## config.mk

```make
export PLATFORM = sky130hd
export DESIGN_NAME = alu_arbiter
export DESIGN_NICKNAME = d
export VERILOG_FILES = /design/src/rtl/alu_pkg.sv /design/src/rtl/alu.sv /design/src/rtl/alu_arbiter.sv
export SDC_FILE = /design/constraint.sdc
export NUM_CORES = 2
export LEC_CHECK = 0
export CAP_MARGIN = 25
export CORE_MARGIN = 2
export CORE_UTILIZATION = 50
export CTS_BUF_LIST = sky130_fd_sc_hd__clkbuf_2 sky130_fd_sc_hd__clkbuf_4 sky130_fd_sc_hd__clkbuf_8
export CTS_CLUSTER_DIAMETER = 120
export DETAILED_ROUTE_END_ITERATION = 16
export PLACE_DENSITY = 0.7
export SLEW_MARGIN = 30
export SYNTH_ARGS = -nofsm -noshare
export SYNTH_HDL_FRONTEND = slang
export SYNTH_SLANG_ARGS = --single-unit
```

## constraint.sdc

```tcl
create_clock -name clk -period 113.6 [get_ports clk]
set_clock_uncertainty 0.15 [all_clocks]
set_input_delay 22.72 -clock clk [delete_from_list [all_inputs] [get_ports clk]]
set_output_delay 22.72 -clock clk [all_outputs]
set_load 0.005 [all_outputs]
```

## src/rtl/alu_pkg.sv

```systemverilog
// rtl/alu_pkg.sv - shared op codes, FSM encoding and op-legality helper for the ALU arbiter
package alu_pkg;

    localparam int OP_W = 5;

    localparam logic [OP_W-1:0] ADD  = 5'd4;
    localparam logic [OP_W-1:0] SUB  = 5'd5;
    localparam logic [OP_W-1:0] MUL  = 5'd6;
    localparam logic [OP_W-1:0] DIV  = 5'd7;
    localparam logic [OP_W-1:0] AND  = 5'd8;
    localparam logic [OP_W-1:0] NAND = 5'd9;
    localparam logic [OP_W-1:0] OR   = 5'd10;
    localparam logic [OP_W-1:0] XOR  = 5'd11;
    localparam logic [OP_W-1:0] CMP  = 5'd12;
    localparam logic [OP_W-1:0] NOT  = 5'd13;

    typedef enum logic [1:0] {
        IDLE = 2'd0,
        EXEC = 2'd1,
        RESP = 2'd2
    } state_t;

    // XOR has a code but the ALU does not decode it, so it is not legal.
    function automatic logic is_legal_op(input logic [OP_W-1:0] op);
        return ((op >= ADD) && (op <= OR)) || (op == CMP) || (op == NOT);
    endfunction

endpackage

```

## src/rtl/alu.sv

```systemverilog
// rtl/alu.sv - combinational ALU shared by the arbiter requesters
module alu
    import alu_pkg::*;
#(
    parameter int WIDTH_DATA = 32
) (
    input  logic [OP_W-1:0]       op_code,
    input  logic [WIDTH_DATA-1:0] operand_a,
    input  logic [WIDTH_DATA-1:0] operand_b,
    output logic [WIDTH_DATA-1:0] result
);

    localparam logic [WIDTH_DATA-1:0] ONE = {{(WIDTH_DATA-1){1'b0}}, 1'b1};

    // Decode the op code; undecoded codes (XOR included) yield zero.
    always_comb begin
        result = '0;
        case (op_code)
            ADD:  result = operand_a + operand_b;
            SUB:  result = operand_a - operand_b;
            MUL:  result = operand_a * operand_b;
            DIV:  result = (operand_b == '0) ? '0 : operand_a / operand_b;
            AND:  result = operand_a & operand_b;
            NAND: result = ~(operand_a & operand_b);
            OR:   result = operand_a | operand_b;
            CMP:  begin
                if (operand_a < operand_b) begin
                    result = '1;
                end else if (operand_a == operand_b) begin
                    result = '0;
                end else begin
                    result = ONE;
                end
            end
            NOT:  result = ~operand_a;
            default: result = '0;
        endcase
    end

endmodule

```

## src/rtl/alu_arbiter.sv

```systemverilog
// rtl/alu_arbiter.sv - round-robin sharing of one ALU between two requesters; option ALU_ARB_OPCHECK_EN
module alu_arbiter
    import alu_pkg::*;
#(
    parameter int WIDTH_DATA = 32,
    parameter int N_REQ      = 2
) (
    input  logic                        clk,
    input  logic                        rst_n,
    input  logic [N_REQ-1:0]            req_valid,
    output logic [N_REQ-1:0]            req_ready,
    input  logic [N_REQ*OP_W-1:0]       req_op_code,
    input  logic [N_REQ*WIDTH_DATA-1:0] req_op_a,
    input  logic [N_REQ*WIDTH_DATA-1:0] req_op_b,
    output logic                        resp_valid,
    input  logic                        resp_ready,
    output logic                        resp_id,
    output logic [WIDTH_DATA-1:0]       resp_result,
    output logic                        resp_err,
    output logic                        busy
);

    state_t                  state;
    logic                    rr_ptr;
    logic                    grant_q;
    logic [OP_W-1:0]         op_q;
    logic [WIDTH_DATA-1:0]   a_q;
    logic [WIDTH_DATA-1:0]   b_q;
    logic [WIDTH_DATA-1:0]   alu_result;

    logic                    any_valid;
    logic                    grant_c;
    logic [OP_W-1:0]         sel_op;
    logic [WIDTH_DATA-1:0]   sel_a;
    logic [WIDTH_DATA-1:0]   sel_b;
    logic                    skip_exec;

    // Priority holder wins if it is asking, otherwise the other requester.
    assign any_valid = |req_valid;
    assign grant_c   = req_valid[rr_ptr] ? rr_ptr : ~rr_ptr;

    assign sel_op = grant_c ? req_op_code[2*OP_W-1:OP_W]             : req_op_code[OP_W-1:0];
    assign sel_a  = grant_c ? req_op_a[2*WIDTH_DATA-1:WIDTH_DATA]    : req_op_a[WIDTH_DATA-1:0];
    assign sel_b  = grant_c ? req_op_b[2*WIDTH_DATA-1:WIDTH_DATA]    : req_op_b[WIDTH_DATA-1:0];

`ifdef ALU_ARB_OPCHECK_EN
    assign skip_exec = ~is_legal_op(sel_op);
`else
    assign skip_exec = 1'b0;
`endif

    assign busy = (state != IDLE);

    // Accept strobe: only the granted requester, only while idle.
    always_comb begin
        req_ready = '0;
        if ((state == IDLE) && any_valid) begin
            req_ready[grant_c] = 1'b1;
        end
    end

    // The ALU only ever sees the latched operation, never the live request buses.
    alu #(
        .WIDTH_DATA (WIDTH_DATA)
    ) u_alu (
        .op_code   (op_q),
        .operand_a (a_q),
        .operand_b (b_q),
        .result    (alu_result)
    );

    // Control FSM: accept, execute, then hold the response until it is taken.
    always_ff @(posedge clk or negedge rst_n) begin
        if (!rst_n) begin
            state       <= IDLE;
            rr_ptr      <= 1'b0;
            grant_q     <= 1'b0;
            op_q        <= '0;
            a_q         <= '0;
            b_q         <= '0;
            resp_valid  <= 1'b0;
            resp_id     <= 1'b0;
            resp_result <= '0;
            resp_err    <= 1'b0;
        end else begin
            case (state)
                IDLE: begin
                    if (any_valid) begin
                        grant_q <= grant_c;
                        op_q    <= sel_op;
                        a_q     <= sel_a;
                        b_q     <= sel_b;
                        if (skip_exec) begin
                            state       <= RESP;
                            resp_valid  <= 1'b1;
                            resp_id     <= grant_c;
                            resp_result <= '0;
                            resp_err    <= 1'b1;
                        end else begin
                            state <= EXEC;
                        end
                    end
                end
                EXEC: begin
                    state       <= RESP;
                    resp_valid  <= 1'b1;
                    resp_id     <= grant_q;
                    resp_result <= alu_result;
                    resp_err    <= 1'b0;
                end
                RESP: begin
                    if (resp_ready) begin
                        state      <= IDLE;
                        resp_valid <= 1'b0;
                        rr_ptr     <= ~grant_q;
                    end
                end
                default: state <= IDLE;
            endcase
        end
    end

endmodule

```

# Word level (Yosys, flattened, before mapping)
# Index checks and enable logic that the tools add are counted.
[totals]
regBits = 107
inputBits = 143
output_inout_bits = 38
elab_cells = 66
[classes]
add_sub_neg = 2
mul = 1
div_mod_pow = 1
n_lt_le_gt_ge = 4
n_eq_ne = 14
n_mux = 18
n_bitwise = 6
n_reduce_logical = 11
[op_table]
columns = ["cell", "count"]
rows = [
  ["32-bit case mux with 9 select lines", 1],
  ["32-bit 2-to-1 mux", 4],
  ["32-bit NOT", 2],
  ["32-bit adder", 1],
  ["32-bit bitwise AND", 1],
  ["32-bit by 32-bit divider with 32-bit output", 1],
  ["32-bit == test", 1],
  ["32-bit logical NOT", 1],
  ["32-bit less-than comparator", 1],
  ["32-bit by 32-bit multiplier with 32-bit output", 1],
  ["32-bit bitwise OR", 1],
  ["32-bit subtractor", 1],
  ["5-bit by 4-bit == test with 1-bit output (second input constant)", 5],
  ["5-bit by 3-bit == test with 1-bit output (second input constant)", 4],
  ["2-bit AND reduction", 4],
  ["1-bit 2-to-1 mux", 6],
  ["2-bit 2-to-1 mux", 3],
  ["2-bit case mux with 3 select lines", 1],
  ["5-bit 2-to-1 mux", 1],
  ["1-bit by 2-bit less-than comparator with 1-bit output (second input constant)", 2],
  ["2-bit inequality test (second input constant)", 2],
  ["2-bit nonzero test", 2],
  ["2-bit by 1-bit == test with 1-bit output (second input constant)", 1],
  ["2-bit == test (second input constant)", 1],
  ["other kinds (7)", 9],
]

# Logic depth before layout (Yosys ltp)
[logic_depth]
ltp_word = 8
mapped_depth = 347
ltp_nobuf = 314

# Hierarchy
# Synthesis repeated with hierarchy kept, for this count alone.
[hier_totals]
hier_cells = 7142
area_unflattened_um2 = 53462.5
[by_module_without_submodules]
columns = ["module", "n_inst", "cells_per_inst", "area_per_inst_um2", "seq_area_each_um2"]
rows = [
  ["alu", 1, 6809, 48859.4, 0.0],
  ["alu_arbiter", 1, 333, 4603.2, 2677.6],
]

# Worst setup path before layout
# No wires, ideal clock.
[synth_timing]
path_type = "reg-to-reg"
from = "register b_q[0]"
to = "register resp_result[0]"
setup_time_ns = 0.144
t_arrival_ns = 69.452
required_time_ns = 113.306
path_slack_ns = 43.854
path_stages_with_launch = 306
path_buffers = 41
period_less_slack_ns = 69.746
cell_sequence = "dfrtp_1 clkbuf_1 inv_1 buf_1 ha_1 nor2_1 nor4_1 nor2_1 a21oi_1 ha_1 o21ai_0 a211o_1 nor4_1 nor2_1 ha_1 o21a_1 o31a_1 and4_1 (+270 left out) clkbuf_1 nand2_1 o21ai_0 ha_1 a21boi_0 o21a_1 o21a_1 o21a_1 o21ai_0 nand2b_1 a21oi_1 nor2b_1 o21ai_0 a21oi_1 a2111oi_0 o21ai_0 o211ai_1 a32oi_1"
[synth_via]
elab_chain_len = 4
elab_cells_between_ends = 14
classes_between = "2 x add/sub; 1 x mul; 1 x div; 1 x order compare; 1 x eq/ne; 4 x mux; 3 x bitwise; 1 x reduce/logical"
[synth_rtl]
columns = ["item", "line", "source"]
rows = [
  ["start, declared", "alu_arbiter.sv:28", "logic [WIDTH_DATA-1:0] b_q;"],
  ["start signal, assigned", "alu_arbiter.sv:92", "b_q <= sel_b;"],
  ["parallel branches: the longest is 3 deep, another holds 32-bit by 32-bit divider with 32-bit output", "n/a", ""],
  ["32-bit case mux with 9 select lines *", "alu.sv:18", "case (op_code)"],
  ["end signal, assigned", "alu_arbiter.sv:108", "resp_result <= alu_result;"],
  ["end, declared", "alu_arbiter.sv:18", "output logic [WIDTH_DATA-1:0] resp_result,"],
]
# Every way passes the cells marked *.
# A chain may end at the register's enable or synchronous reset.

# Worst setup path in the final report
[layout_timing]
from = "register b_q[23]"
to = "register resp_result[0]"
# The elaborated chain is that of the path after synthesis.

==> metrics.md <==
| Metric | Value |
|---|---|
| HPWL Detailed | 210 mm |
| Layout cell share with drive strength beyond 1 | 5.96% |
| Die H | 332 um |
| Syn_nets | 8524 |
| Htree depth | 3 |
| Final hold violations | 0 |
| Final period utilization | 79.0% |
| Largest net degree at the start of global routing | 85 |
| Synth top area share | 17.4% |
| Worst hold path depth | 1 |
| Setup TNS | 0 ns |
| Main synth FF type | dfrtp_1 |
| Initial antenna violation count | 21 |
| Largest area contributor in the netlist | ha_1 |
| CP required | 113.84 ns |
| Fmax | 0.0111 GHz |
| Residual DRC | 0 |
| Vias/cell | 6.79 |
| Vias in the first global route | 55700 |
| Syn avg cell area | 7.45 um^2 |
| Setup violators final | 0 |
| Commonest non-fill, non-tap cell in the layout | nand2_1 |
| FF+latch count, synth | 107 |
| Area of the multi-input gates | 47400 um^2 |
| Layout Area Growth over Synthesis | 7.24% |
| Unrepaired setup endpoints after global routing | false |
| Wire per inst | 31.3 um |
| Worst-Margin Slew | 1.13 ns |
| Slowest-stage cell, CP | a221oi_1 |
| Hold WS | 0.354 ns |
| Synth area leaders | ha_1 (17%), fa_1 (15%), nand2_1 (6.4%) |
| Initial DRC count | 7783 |
| Max-slew violations | 0 |
| Worst path most repeated cell | ha_1 |
| Worst-Skew Late Latency | 0.58 ns |
| CP Launch Type | flop |
| Sink Count | 107 |
| Layout Nets | 8547 |
| Most frequent cells in the layout | nand2_1 (924), ha_1 (750), inv_1 (675) |
| DIE WIDTH | 332 um |
| R2R depth | 285 |
| Clk pin slew, worst setup/hold paths | 0.14 ns |
| Port bufs | 179 |
| CP peak stage delay | 0.88 ns |
| Root Driver | clkbuf_8 |
| Setup bufs post-CTS | 0 |
| Via count | 58900 |
| Cell Rows | 120 |
| Die area | 110000 um^2 |
| First-pass GRT wire length | 386 mm |
| Tmin final | 89.80 ns |
| Ys Warns | 0 |
| CP max FO | 42 |
| Register Area | 2680 um^2 |
| CTS max path bufs | 2 |
| HP Class | reg -> reg |
| Final wirelength | 271 mm |
| Netlist cell types | 113 |
| Core Area | 107000 um^2 |
| Gp weighted congestion | 1.09 |
| Post-synthesis sequential area ratio | 4.98% |
| TritonCTS buffer count | 9 |
| Post-CTS Hold Buffers | 0 |
| Critical Path AT | 90.04 ns |
| Gate Count Post-Synth | 7221 |
| Io pins | 181 |
| GRT overflow | 0 |
| Crit. End Element | flop |
| ANT nets after route | 0 |
| Status | complete, no violations |
| Drt pass-1 iters | 6 |
| Max cap viols | 0 |
| GRT Total Usage | 47.8% |
| Asr flop ratio synth | 100% |
| Gates resized, CTS repair | 0 |
| Fillers | 10400 |
| CTS tree | built |
| WS Path Type | reg -> reg |
| Post-synth EDFFs | 0 |
| Mapped Area | 53800 um^2 |
| Initial Util | 50.3% |
| Slew margin rel. | 24.1% |
## worst max-delay path, delay by kind of cell (launching register included)
family                   cells  cell delay [ns]
AND/OR/NAND/NOR             81            26.03
buffers and inverters       11             2.49
AO/OA/AOI/OAI              160            49.11
multiplexers                 2             0.69
flip-flops                   1             0.39
adder cells (fa/ha/maj)     31            10.53
## metrics by stage
step                      util (%)  cells  worst slack, ns  area (um^2)
final                         54.0   8663            23.80        57700
after floorplan                  -   7221            43.85        53800
after global placement        53.7   8636            27.18        57400
after CTS                     53.9   8652            27.34        57600
after global routing          53.9   8653            19.61        57700
after detailed placement      53.7   8636            27.69        57400
## cells by family after synthesis
group / synth area share (%)
simple gates: 19.9
compound gates: 24.5
fa+ha+maj: 32.7
buf+inv: 7.19
xor+xnor: 7.21
mux: 3.52
flops: 4.98
other cells: 0.00697
## synth_stat cells, types with 37 or more instances
cell      instances
nor2b_1          61
mux2i_1         109
nand2_1         924
inv_1           685
o21ai_0         385
dfrtp_1         107
or2_2            50
nand2b_1         56
a21o_1          196
buf_1            48
or3_1            72
nor2_1          645
nor3_1          133
xnor2_1         286
and2_1           37
o21bai_1         50
o21a_1          118
clkbuf_1        249
nand3_1         146
fa_1            410
a211oi_1         71
mux2_2           69
o211ai_1         65
nand4_1          57
o22ai_1          43
a31oi_1          73
xor2_1          157
ha_1            750
a21oi_1         482
o31ai_1          43
and3_1           45
## layout make-up
cell class	count	area share (%)
Multi-Input combinational cell	6098	82.2
Timing Repair Buffer	335	5.16
Inverter	693	4.51
Tap cell	1403	3.04
Sequential cell	107	4.64
Clock inverter	7	0.139
Clock buffer	9	0.215
Antenna cell	11	0.0477
## worst paths after layout
check | start | slack (ns) | to
max reg2reg | b_q[23] | 23.80 | resp_result[0]
max in group asynchronous | rst_n | 89.96 | resp_result[0]
min in group asynchronous | rst_n | 22.05 | a_q[10]
max | b_q[23] | 23.80 | resp_result[0]
min | grant_q | 0.35 | rr_ptr
min reg2reg | grant_q | 0.35 | rr_ptr
## flip-flops by register name (all words and copies together) (netlist names)
name / count
a_q: 32
b_q: 32
resp_result: 32
op_q: 5
state: 2
grant_q: 1
resp_id: 1
resp_valid: 1
rr_ptr: 1
## layer usage
| layer | track usage [%] | vias to the layer above | routed length, um | share of wire [%] |
|---|---|---|---|---|
| met5 | 0 | - | 115 | 0.042 |
| met4 | 30.1 | 18 | 21100 | 7.8 |
| met3 | 15.0 | 1009 | 37700 | 14 |
| met2 | 66.7 | 4198 | 106000 | 39 |
| met1 | 63.5 | 28200 | 106000 | 39 |
| li1 | - | 25400 | - | - |
Power is not shown: default switching activity piles up to over one toggle a cycle in this logic, so the estimate is an artifact.
